File: config.mk
export PLATFORM = sky130hd
export DESIGN_NAME = transport_sched
export DESIGN_NICKNAME = d
export VERILOG_FILES = /design/src/rtl/transport_sched_pkg.sv /design/src/rtl/rr_pick.sv /design/src/rtl/transport_sched.sv
export SDC_FILE = /design/constraint.sdc
export NUM_CORES = 1
export LEC_CHECK = 0
export BUFFER_PORTS_ARGS = -buffer_cell sky130_fd_sc_hd__clkbuf_2
export CAP_MARGIN = 0
export CORE_MARGIN = 5
export CORE_UTILIZATION = 53
export CTS_BUF_LIST = sky130_fd_sc_hd__clkbuf_16
export DETAILED_ROUTE_END_ITERATION = 10
export PLACE_DENSITY = 0.79
export SETUP_SLACK_MARGIN = 0.02
export SKIP_CTS_REPAIR_TIMING = 1
export SYNTH_ARGS = -nofsm -noshare
export SYNTH_HDL_FRONTEND = slang
export SYNTH_HIERARCHICAL = 1
export SYNTH_SLANG_ARGS = --single-unit
File: constraint.sdc
create_clock -name clk -period 4.6 [get_ports clk]
set_clock_uncertainty 0.05 [all_clocks]
set_input_delay 0.23 -clock clk [delete_from_list [all_inputs] [get_ports clk]]
set_output_delay 0.23 -clock clk [all_outputs]
set_load 0.05 [all_outputs]
File: src/rtl/transport_sched_pkg.sv
// Shared types and constants for the transport scheduler: FSM states,
// legal requester code range, requester count and transport-word layout.
package transport_sched_pkg;

    typedef enum logic [0:0] {
        ST_IDLE = 1'b0,
        ST_SEND = 1'b1
    } state_t;

    localparam int NREQ   = 4;
    localparam int IDX_W  = 2;
    localparam int CODE_W = 4;
    localparam int DATA_W = 8;

    localparam logic [CODE_W-1:0] CODE_MIN = 4'd1;
    localparam logic [CODE_W-1:0] CODE_MAX = 4'd8;

    // Transport word layout: {pad[1:0], src[1:0], code[3:0]}
    localparam int DATA_CODE_LSB = 0;
    localparam int DATA_SRC_LSB  = 4;
    localparam int DATA_PAD_LSB  = 6;

    function automatic logic code_legal(input logic [CODE_W-1:0] c);
        return (c >= CODE_MIN) && (c <= CODE_MAX);
    endfunction

    function automatic logic [DATA_W-1:0] pack_word(input logic [IDX_W-1:0] src,
                                                    input logic [CODE_W-1:0] c);
        logic [DATA_W-1:0] w;
        w = 8'h00;
        w[DATA_PAD_LSB +: 2]       = 2'b00;
        w[DATA_SRC_LSB +: IDX_W]   = src;
        w[DATA_CODE_LSB +: CODE_W] = c;
        return w;
    endfunction

endpackage

File: src/rtl/rr_pick.sv
// Combinational round-robin search: first requesting index at or above ptr,
// wrapping modulo 4.
module rr_pick
    import transport_sched_pkg::*;
(
    input  logic [NREQ-1:0]  req,
    input  logic [IDX_W-1:0] ptr,
    output logic             valid,
    output logic [IDX_W-1:0] win
);

    logic [NREQ-1:0]  rot_s;
    logic [IDX_W-1:0] off_s;
    logic             valid_s;

    // Rotate so that bit k of rot_s is requester (ptr + k) mod 4.
    always_comb begin
        rot_s = req;
        case (ptr)
            2'd0:    rot_s = req;
            2'd1:    rot_s = {req[0],   req[3:1]};
            2'd2:    rot_s = {req[1:0], req[3:2]};
            2'd3:    rot_s = {req[2:0], req[3]};
            default: rot_s = req;
        endcase
    end

    // Lowest set bit of the rotated vector is the winner's offset from ptr.
    always_comb begin
        off_s   = 2'd0;
        valid_s = 1'b1;
        casez (rot_s)
            4'b???1: off_s = 2'd0;
            4'b??10: off_s = 2'd1;
            4'b?100: off_s = 2'd2;
            4'b1000: off_s = 2'd3;
            default: begin
                off_s   = 2'd0;
                valid_s = 1'b0;
            end
        endcase
    end

    assign valid = valid_s;
    assign win   = ptr + off_s;

endmodule

File: src/rtl/transport_sched.sv
// Round-robin scheduler: picks one of four requesters, validates its code and
// presents a single transport word per grant with ready/timeout handling.
module transport_sched
    import transport_sched_pkg::*;
#(
    parameter int TIMEOUT = 15
)
(
    input  logic                     clk,
    input  logic                     rst,
    input  logic [NREQ-1:0]          req,
    input  logic [NREQ*CODE_W-1:0]   code,
    output logic [NREQ-1:0]          gnt,
    output logic                     out_valid,
    input  logic                     out_ready,
    output logic [DATA_W-1:0]        data,
    output logic                     err,
    output logic                     tout,
    output logic [7:0]               sent_cnt
);

    localparam logic [7:0] TIMER_LAST = 8'(TIMEOUT - 1);

    state_t              state_r;
    state_t              state_nxt_s;
    logic [IDX_W-1:0]    ptr_r,   ptr_nxt_s;
    logic [IDX_W-1:0]    src_r,   src_nxt_s;
    logic [7:0]          timer_r, timer_nxt_s;
    logic [NREQ-1:0]     gnt_r,   gnt_nxt_s;
    logic                err_r,   err_nxt_s;
    logic                tout_r,  tout_nxt_s;
    logic                valid_r, valid_nxt_s;
    logic [DATA_W-1:0]   data_r,  data_nxt_s;
    logic [7:0]          cnt_r,   cnt_nxt_s;

    logic                pick_valid_s;
    logic [IDX_W-1:0]    pick_win_s;
    logic [CODE_W-1:0]   win_code_s;
    logic                win_legal_s;
    logic                arb_s;

    rr_pick u_rr_pick (
        .req   (req),
        .ptr   (ptr_r),
        .valid (pick_valid_s),
        .win   (pick_win_s)
    );

    // Select the winning requester's code nibble.
    always_comb begin
        win_code_s = code[3:0];
        case (pick_win_s)
            2'd0:    win_code_s = code[3:0];
            2'd1:    win_code_s = code[7:4];
            2'd2:    win_code_s = code[11:8];
            2'd3:    win_code_s = code[15:12];
            default: win_code_s = code[3:0];
        endcase
    end

    assign win_legal_s = code_legal(win_code_s);
    // No arbitration while a grant pulse is out, so gnt/err never stretch.
    assign arb_s = (state_r == ST_IDLE) && (gnt_r == 4'b0000) && pick_valid_s;

    // FSM state register.
    always_ff @(posedge clk or negedge rst) begin
        if (!rst) begin
            state_r <= ST_IDLE;
        end else begin
            state_r <= state_nxt_s;
        end
    end

    // FSM next-state decode.
    always_comb begin
        state_nxt_s = state_r;
        case (state_r)
            ST_IDLE: begin
                if (arb_s && win_legal_s) begin
                    state_nxt_s = ST_SEND;
                end else begin
                    state_nxt_s = ST_IDLE;
                end
            end
            ST_SEND: begin
                if (out_ready || (timer_r == TIMER_LAST)) begin
                    state_nxt_s = ST_IDLE;
                end else begin
                    state_nxt_s = ST_SEND;
                end
            end
            default: state_nxt_s = ST_IDLE;
        endcase
    end

    // FSM output decode: next values for every registered output and counter.
    always_comb begin
        gnt_nxt_s   = 4'b0000;
        err_nxt_s   = 1'b0;
        tout_nxt_s  = 1'b0;
        valid_nxt_s = valid_r;
        data_nxt_s  = data_r;
        ptr_nxt_s   = ptr_r;
        src_nxt_s   = src_r;
        timer_nxt_s = timer_r;
        cnt_nxt_s   = cnt_r;
        case (state_r)
            ST_IDLE: begin
                valid_nxt_s = 1'b0;
                if (arb_s) begin
                    gnt_nxt_s = 4'b0001 << pick_win_s;
                    if (win_legal_s) begin
                        valid_nxt_s = 1'b1;
                        data_nxt_s  = pack_word(pick_win_s, win_code_s);
                        src_nxt_s   = pick_win_s;
                        timer_nxt_s = 8'd0;
                    end else begin
                        err_nxt_s = 1'b1;
                        ptr_nxt_s = pick_win_s + 2'd1;
                    end
                end else begin
                    gnt_nxt_s = 4'b0000;
                end
            end
            ST_SEND: begin
                // Acceptance wins over an expiring timer on the same cycle.
                if (out_ready) begin
                    valid_nxt_s = 1'b0;
                    ptr_nxt_s   = src_r + 2'd1;
                    if (cnt_r != 8'hFF) begin
                        cnt_nxt_s = cnt_r + 8'd1;
                    end else begin
                        cnt_nxt_s = cnt_r;
                    end
                end else if (timer_r == TIMER_LAST) begin
                    valid_nxt_s = 1'b0;
                    tout_nxt_s  = 1'b1;
                    ptr_nxt_s   = src_r + 2'd1;
                end else begin
                    timer_nxt_s = timer_r + 8'd1;
                end
            end
            default: begin
                valid_nxt_s = 1'b0;
            end
        endcase
    end

    // Datapath, counters and pulse registers.
    always_ff @(posedge clk or negedge rst) begin
        if (!rst) begin
            ptr_r   <= 2'd0;
            src_r   <= 2'd0;
            timer_r <= 8'd0;
            gnt_r   <= 4'b0000;
            err_r   <= 1'b0;
            tout_r  <= 1'b0;
            valid_r <= 1'b0;
            data_r  <= 8'h00;
            cnt_r   <= 8'd0;
        end else begin
            ptr_r   <= ptr_nxt_s;
            src_r   <= src_nxt_s;
            timer_r <= timer_nxt_s;
            gnt_r   <= gnt_nxt_s;
            err_r   <= err_nxt_s;
            tout_r  <= tout_nxt_s;
            valid_r <= valid_nxt_s;
            data_r  <= data_nxt_s;
            cnt_r   <= cnt_nxt_s;
        end
    end

    assign gnt       = gnt_r;
    assign err       = err_r;
    assign tout      = tout_r;
    assign out_valid = valid_r;
    assign data      = data_r;
    assign sent_cnt  = cnt_r;

endmodule

==> out/metrics.cfg, run 1 <==
[cells_and_area]
n_fill_cell=268
n_antenna_cell=0
multi_input_area_sq_um=978.4
areaGrowthSynthToFinish_pct=19.16
seqCellArea_sq_um=800.8
drive_gt1_frac=0.3036
layout.nets=250

[critical_path]
worstSetupStartpointType=register
path_class=reg -> reg
arrival_ns=3.93
required_ns=4.71
end_kind=register
path_max_fanout=13

[synth]
avgSynthCellArea_sq_um=10.39
async_reset_ff_frac=1.000
synth_xor_area_frac=0.05123
synth-edff-count=0
synth_compound_gate_area_share=0.1211
ys_warn_count=6
synth_top_family_by_area=simple AND/OR/NAND/NOR gates
yosys.area_share.adder=0.02661
yosysSeqAreaShare=0.4258
syn_inst=181
synth.cell_area_sq_um=1881
ys.flop_type=dfrtp_1
synth_cell_types=53
ys_ff_latch=32
synthMuxAreaShare=0.09381
synthSimpleGateAreaFrac=0.2236

[timing]
rsz0062_at_grt=false
setup_violations=0
setup_slack_ns=0.7816
drv_slew=0
relSlewSlack=0.4022
period_needed_ns=3.818
totalNegativeSetupSlack_ns=0
tightestPinTransition_ns=0.8851
hold_viol=32
fmax_ghz=0.2619
fin_crit_sh=0.8301
timing.hold.ws_ns=-0.02787

[drt]
vias=1505
wl_per_cell_um=14.34
routed_wl_um=3872
drt_iter0_drc=91
first_pass_iters=4
detail-route-antenna-nets=0
drc=0
via_per_inst=5.574

[clock_network]
clock_latency_ns=0.27
htree_levels=2
cts_buffers=5
cts_buffer_depth=2
cts-root-buf=clkbuf_16
cts_sinks=32
cts_tree=done
path_clk_slew_ns=0.05

[placed_design]
hpwl_um=2873
port_buffers=43
place.gp.congestion=0.8389
pre_cts_ws_ns=0.8996

[hold_path]
hp-class=in -> async

[floorplanning]
dieWidth_um=69.57
die-area_sq_um=4839
start_util=0.5548
core_area_sq_um=3390
ioPinCount=46
die-height_um=69.57
rows=21

[pwr]
p_leak_nw=1.072
ir_worst_vdd_v=0.0006339
power.total_mw=2.002
pwr_density_cell_nw_per_um2=893.5

[global_routing]
overflow=0
grt_max_degree=33
grt_pass1_vias=1562
grt_use_total=0.1756
grt_pass1_wl_um=6927
antenna_found_initial=0

[flow_run]
maxCapViolCount=0

[outcome]
outcome=finished with violations
violations=negative hold slack

path summary, 6_finish.rpt:
check	start	to	slack (ns)	depth (start not counted)
hold / removal	rst	timer_r[6]$_DFFE_PN0P_	-0.03	1
setup reg to reg	ptr_r[0]$_DFFE_PN0P_	data[1]$_DFFE_PN0P_	0.78	11
hold reg to reg	out_valid$_DFFE_PN0P_	out_valid$_DFFE_PN0P_	0.43	1
max in group asynchronous	rst	gnt[1]$_DFF_PN0_	4.03	1
setup / recovery	ptr_r[0]$_DFFE_PN0P_	data[1]$_DFFE_PN0P_	0.78	11
min in group clk	out_ready	tout$_DFF_PN0_	0.23	3
logic make-up after synthesis:
logic type	after synthesis
buf+inv	15
other cells	1
compound gates	29
mux	10
flops	32
fa+ha+maj	4
simple gates	79
xor+xnor	11
state kept, by name, summed over array words and instances, names as in the netlist:
| signal | count |
|---|---|
| tout | 1 |
| out_valid | 1 |
| timer_r | 8 |
| src_r | 2 |
| gnt | 4 |
| state_r | 1 |
| sent_cnt | 8 |
| ptr_r | 2 |
| data | 4 |
| err | 1 |
where the power goes:
part / internal, mW / leakage, nW / switching, mW
sequential: 0.382 / 0.415 / 0.121
combinational: 0.463 / 0.577 / 0.673
clock: 0.251 / 0.0789 / 0.113
layer usage:
layer | routed length [um] | global-route usage | vias up
li1 | - | - | 730
met4 | 52 | 0.05206 | 0
met3 | 192 | 0.05652 | 7
met2 | 1910 | 0.2977 | 38
met1 | 1716 | 0.2119 | 730
met5 | 0 | 0 | -
final cells by class:
cell class | instances | area share
clock inverter | 3 | 0.01675
sequential | 32 | 0.3573
tap | 46 | 0.02568
multi-input combinational | 135 | 0.4366
clock buffer | 5 | 0.05583
inverter | 5 | 0.008375
timing repair buffer | 44 | 0.09939
through the flow:
stage          cells  instance area (sq um)  hold WS [ns]    util
4_1_cts          270                   2241      0.003692  0.6611
3_3_place_gp     262                   2078        0.2952  0.6131
6_report         270                   2241      -0.02787  0.6611
2_1_floorplan    182                   1884       -0.1156       -
3_5_place_dp     262                   2078        0.2967  0.6131
5_1_grt          270                   2241       0.05479  0.6611
cell usage after synthesis, types with 2 or more instances:
master / count / area share
dfrtp_1: 32 / 0.43
nand2_1: 21 / 0.042
nor2_1: 14 / 0.028
nand3_1: 9 / 0.024
xor2_1: 7 / 0.033
nor3_1: 6 / 0.016
a21oi_1: 5 / 0.013
mux2_4: 5 / 0.040
and2_1: 4 / 0.013
buf_6: 4 / 0.024
ha_1: 4 / 0.027
inv_1: 4 / 0.0080
mux4_2: 4 / 0.048
o21ai_1: 4 / 0.011
xnor2_1: 4 / 0.019
nor4_1: 3 / 0.010
o211ai_1: 3 / 0.012
o21ai_0: 3 / 0.0080
and3_1: 2 / 0.0067
buf_4: 2 / 0.0080
clkbuf_1: 2 / 0.0040
nand2b_1: 2 / 0.0067
nand3b_1: 2 / 0.0080
nand4_1: 2 / 0.0067
nor2b_1: 2 / 0.0067
nor4b_1: 2 / 0.0093
o32ai_1: 2 / 0.0093
o41ai_1: 2 / 0.0093
cell usage in the layout (no fill, tap or decap), types with 2 or more instances in the layout:
master / instances
clkbuf_2: 43
dfrtp_1: 32
nand2_1: 21
nor2_1: 14
nand3_1: 9
xor2_1: 7
nor3_1: 6
mux2_4: 5
a21oi_1: 5
clkbuf_16: 5
and2_1: 4
inv_1: 4
mux4_2: 4
o21ai_1: 4
xnor2_1: 4
ha_1: 4
nor4_1: 3
o21ai_0: 3
o211ai_1: 3
nor2b_1: 2
and3_1: 2
nand3b_1: 2
o41ai_1: 2
nand4_1: 2
nor4b_1: 2
conb_1: 2
clkinv_1: 2
nand2b_1: 2
o32ai_1: 2
worst max-delay path: stages (launching register included):
cell and delay [ns]:
dfrtp_1 0.50, o311ai_0 0.39, o21ai_0 0.15, nand2_1 0.10
ha_1 0.15, xor2_1 0.18, xnor2_1 0.14, buf_4 0.20
mux4_2 0.58, or4_4 0.57, and3_1 0.33, mux2_4 0.34
Note: power is estimated with default switching activity, not from simulation.
==> run 2: changes to the inputs <==
--- a/config.mk
+++ b/config.mk
@@ -5,13 +5,14 @@
 export SDC_FILE = /design/constraint.sdc
 export NUM_CORES = 1
 export LEC_CHECK = 0
+export ABC_AREA = 1
 export BUFFER_PORTS_ARGS = -buffer_cell sky130_fd_sc_hd__clkbuf_2
 export CAP_MARGIN = 0
 export CORE_MARGIN = 5
-export CORE_UTILIZATION = 53
+export CORE_UTILIZATION = 54
 export CTS_BUF_LIST = sky130_fd_sc_hd__clkbuf_16
 export DETAILED_ROUTE_END_ITERATION = 10
-export PLACE_DENSITY = 0.79
+export PLACE_DENSITY = 0.8
 export SETUP_SLACK_MARGIN = 0.02
 export SKIP_CTS_REPAIR_TIMING = 1
 export SYNTH_ARGS = -nofsm -noshare
==> constraint.sdc (replaced) <==
create_clock -name clk -period 3.8 [get_ports clk]
set_clock_uncertainty 0.05 [all_clocks]
set_input_delay 0.19 -clock clk [delete_from_list [all_inputs] [get_ports clk]]
set_output_delay 0.19 -clock clk [all_outputs]
set_load 0.05 [all_outputs]
==> out/metrics.cfg, run 2 <==
[global_routing]
grt_pass1_wl_um=7376  ; +6.5%
grt_max_degree=33  ; unchanged
antenna_found_initial=0  ; unchanged
overflow=0  ; unchanged
grt_use_total=0.1861  ; +0.01048
grt_pass1_vias=1726  ; +10%

[floorplanning]
ioPinCount=46  ; unchanged
start_util=0.5475  ; -0.007281
rows=22  ; +4.8%
core_area_sq_um=3606  ; +6.4%
die-height_um=70.47  ; +1.3%
die-area_sq_um=4965  ; +2.6%
dieWidth_um=70.47  ; +1.3%

[synth]
avgSynthCellArea_sq_um=7.866  ; -24%
ys_ff_latch=32  ; unchanged
yosysTopAreaCell=dfrtp_1
synth.cell_area_sq_um=1974  ; +5.0%
synth_top_area_share=0.4056  ; -0.02024
synth_cell_types=31  ; -42%
ys.flop_type=dfrtp_1
synth_commonest_cells=nand2_1, nand3_1, dfrtp_1
async_reset_ff_frac=1.000  ; unchanged
synth_area_leaders=dfrtp_1, nand3_1, nand2_1
synth_most_common_cell=nand2_1
yosysSeqAreaShare=0.4056  ; -0.02024
syn_inst=251  ; +39%
ys_warn_count=6  ; unchanged
synth-edff-count=0  ; unchanged

[timing]
period_needed_ns=3.397  ; -0.4210 ns
fin_crit_sh=0.8940  ; +0.06396
hold_viol=0  ; -100%
relSlewSlack=0.5029  ; +0.1006
fmax_ghz=0.2943  ; +12%
setup_slack_ns=0.4026  ; -0.3790 ns
totalNegativeSetupSlack_ns=0  ; unchanged
rsz0062_at_grt=false
setup_violations=0  ; unchanged
tightestPinTransition_ns=0.7457  ; -0.1394 ns
drv_slew=0  ; unchanged

[drt]
drc=0  ; unchanged
vias=1785  ; +19%
detail-route-antenna-nets=0  ; unchanged
via_per_inst=5.204  ; -6.6%
wl_per_cell_um=12.35  ; -14%
drt_iter0_drc=73  ; -20%
routed_wl_um=4236  ; +9.4%
first_pass_iters=4  ; unchanged

[placed_design]
port_buffers=43  ; unchanged
hpwl_um=3096  ; +7.7%
place.gp.congestion=0.8335  ; -0.64%
pre_cts_ws_ns=0.3443  ; -0.5554 ns

[hold_path]
hp-class=in -> reg

[outcome]
outcome=completed

[critical_path]
required_ns=3.91  ; -0.80 ns
worstSetupStartpointType=register
arrival_ns=3.51  ; -0.42 ns
crit_chain=nor2_4 -> inv_2 -> or2_0 -> nand2_2 -> a21oi_1 -> nor2_1 -> ha_1 -> xor2_1 -> inv_1 -> nand3_1 -> nand2_2 -> nor2_4 -> inv_2 -> or2_0 -> nand2_2 -> nand2_1 -> clkinv_1 -> nand2_2 -> nand3_4 -> nand2_2 -> nand2_1 -> nand2_1
path_class=reg -> reg
path_max_fanout=22  ; +9
cp_slowest_stage_delay_ns=0.55  ; -0.03 ns
crit_path_frequent_cell=nand2_2
end_kind=register
cp_slowest_cell=dfrtp_1

[cells_and_area]
n_antenna_cell=0  ; unchanged
layout_commonest_cell=nand2_1
layout_common_cells=nand2_1, nand3_1, clkbuf_2, dfrtp_1, inv_1
drive_gt1_frac=0.2576  ; -0.04594
areaGrowthSynthToFinish_pct=18.95
post-route-util=0.6513  ; -0.009846
layout.nets=321  ; +28%

[clock_network]
htree_levels=2  ; unchanged
cts_tree=done
path_clk_slew_ns=0.05  ; about the same
clock_latency_ns=0.28  ; about the same
cts-root-buf=clkbuf_16
cts_buffers=5  ; unchanged
cts_buffer_depth=2  ; unchanged
cts_sinks=32  ; unchanged

[flow_run]
maxCapViolCount=0  ; unchanged

## run 2: final cells by class
| class | instances | area (sq um) |
|---|---|---|
| clock buffer | 5 | 125.1 |
| fill | 305 | 1257 |
| sequential | 32 | 802.0 |
| tap | 48 | 60.06 |
| inverter | 27 | 103.9 |
| multi-input combinational | 184 | 989.7 |
| timing repair buffer | 44 | 225.2 |
| clock inverter | 3 | 42.54 |
## run 2: per-stage QoR
stage	instance area [sq um]	hold slack (ns)	instances
3_3_place_gp	2167	0.2589	334
4_1_cts	2335	-0.04431	342
2_1_floorplan	1978	-0.1556	252
5_1_grt	2349	0.07488	343
3_5_place_dp	2167	0.2489	334
6_report	2349	0.04771	343
## run 2: layer usage
layer | share of wire | up-vias | GRT usage
met3 | 0.053 | 10 | 0.04317
met2 | 0.50 | 49 | 0.2994
met4 | 0.023 | 0 | 0.1064
met5 | 0 | - | 0
li1 | - | 908 | -
met1 | 0.43 | 818 | 0.2261
## run 2: path summary, 6_finish.rpt
path / from / endpoint / slack [ns] / cells past startpoint
min in group asynchronous: rst / sent_cnt[4]$_DFFE_PN0P_ / 0.47 / 2
max in group asynchronous: rst / ptr_r[0]$_DFFE_PN0P_ / 2.71 / 2
min: out_ready / tout$_DFF_PN0_ / 0.05 / 2
min reg2reg: data[1]$_DFFE_PN0P_ / data[1]$_DFFE_PN0P_ / 0.44 / 2
max: ptr_r[1]$_DFFE_PN0P_ / timer_r[6]$_DFFE_PN0P_ / 0.40 / 22
max reg2reg: ptr_r[1]$_DFFE_PN0P_ / timer_r[6]$_DFFE_PN0P_ / 0.40 / 22
## run 2: cell families after synthesis
| kind of cell | Yosys count | share of synthesized area |
|---|---|---|
| AO/OA/AOI/OAI | 19 | 0.05514 |
| adder cells (fa/ha/maj) | 4 | 0.02535 |
| AND/OR/NAND/NOR | 149 | 0.3714 |
| XOR/XNOR | 10 | 0.04436 |
| buffers and inverters | 36 | 0.09632 |
| flip-flops | 32 | 0.4056 |
| other | 1 | 0.001899 |
## run 2: critical path, delay by kind of cell, from the launching register on
kind	cells	cell delay (ns)
DFF	1	0.55
AOI/OAI and AO/OA	1	0.07
adders and majority gates	1	0.16
buffers and inverters	4	0.20
and+or+nand+nor	15	2.02
xor gates and xnor gates	1	0.21
Power of run 2 is left out: the tool's default activity adds up to more than one toggle a clock period on the data nets, which glitch-free logic cannot reach.
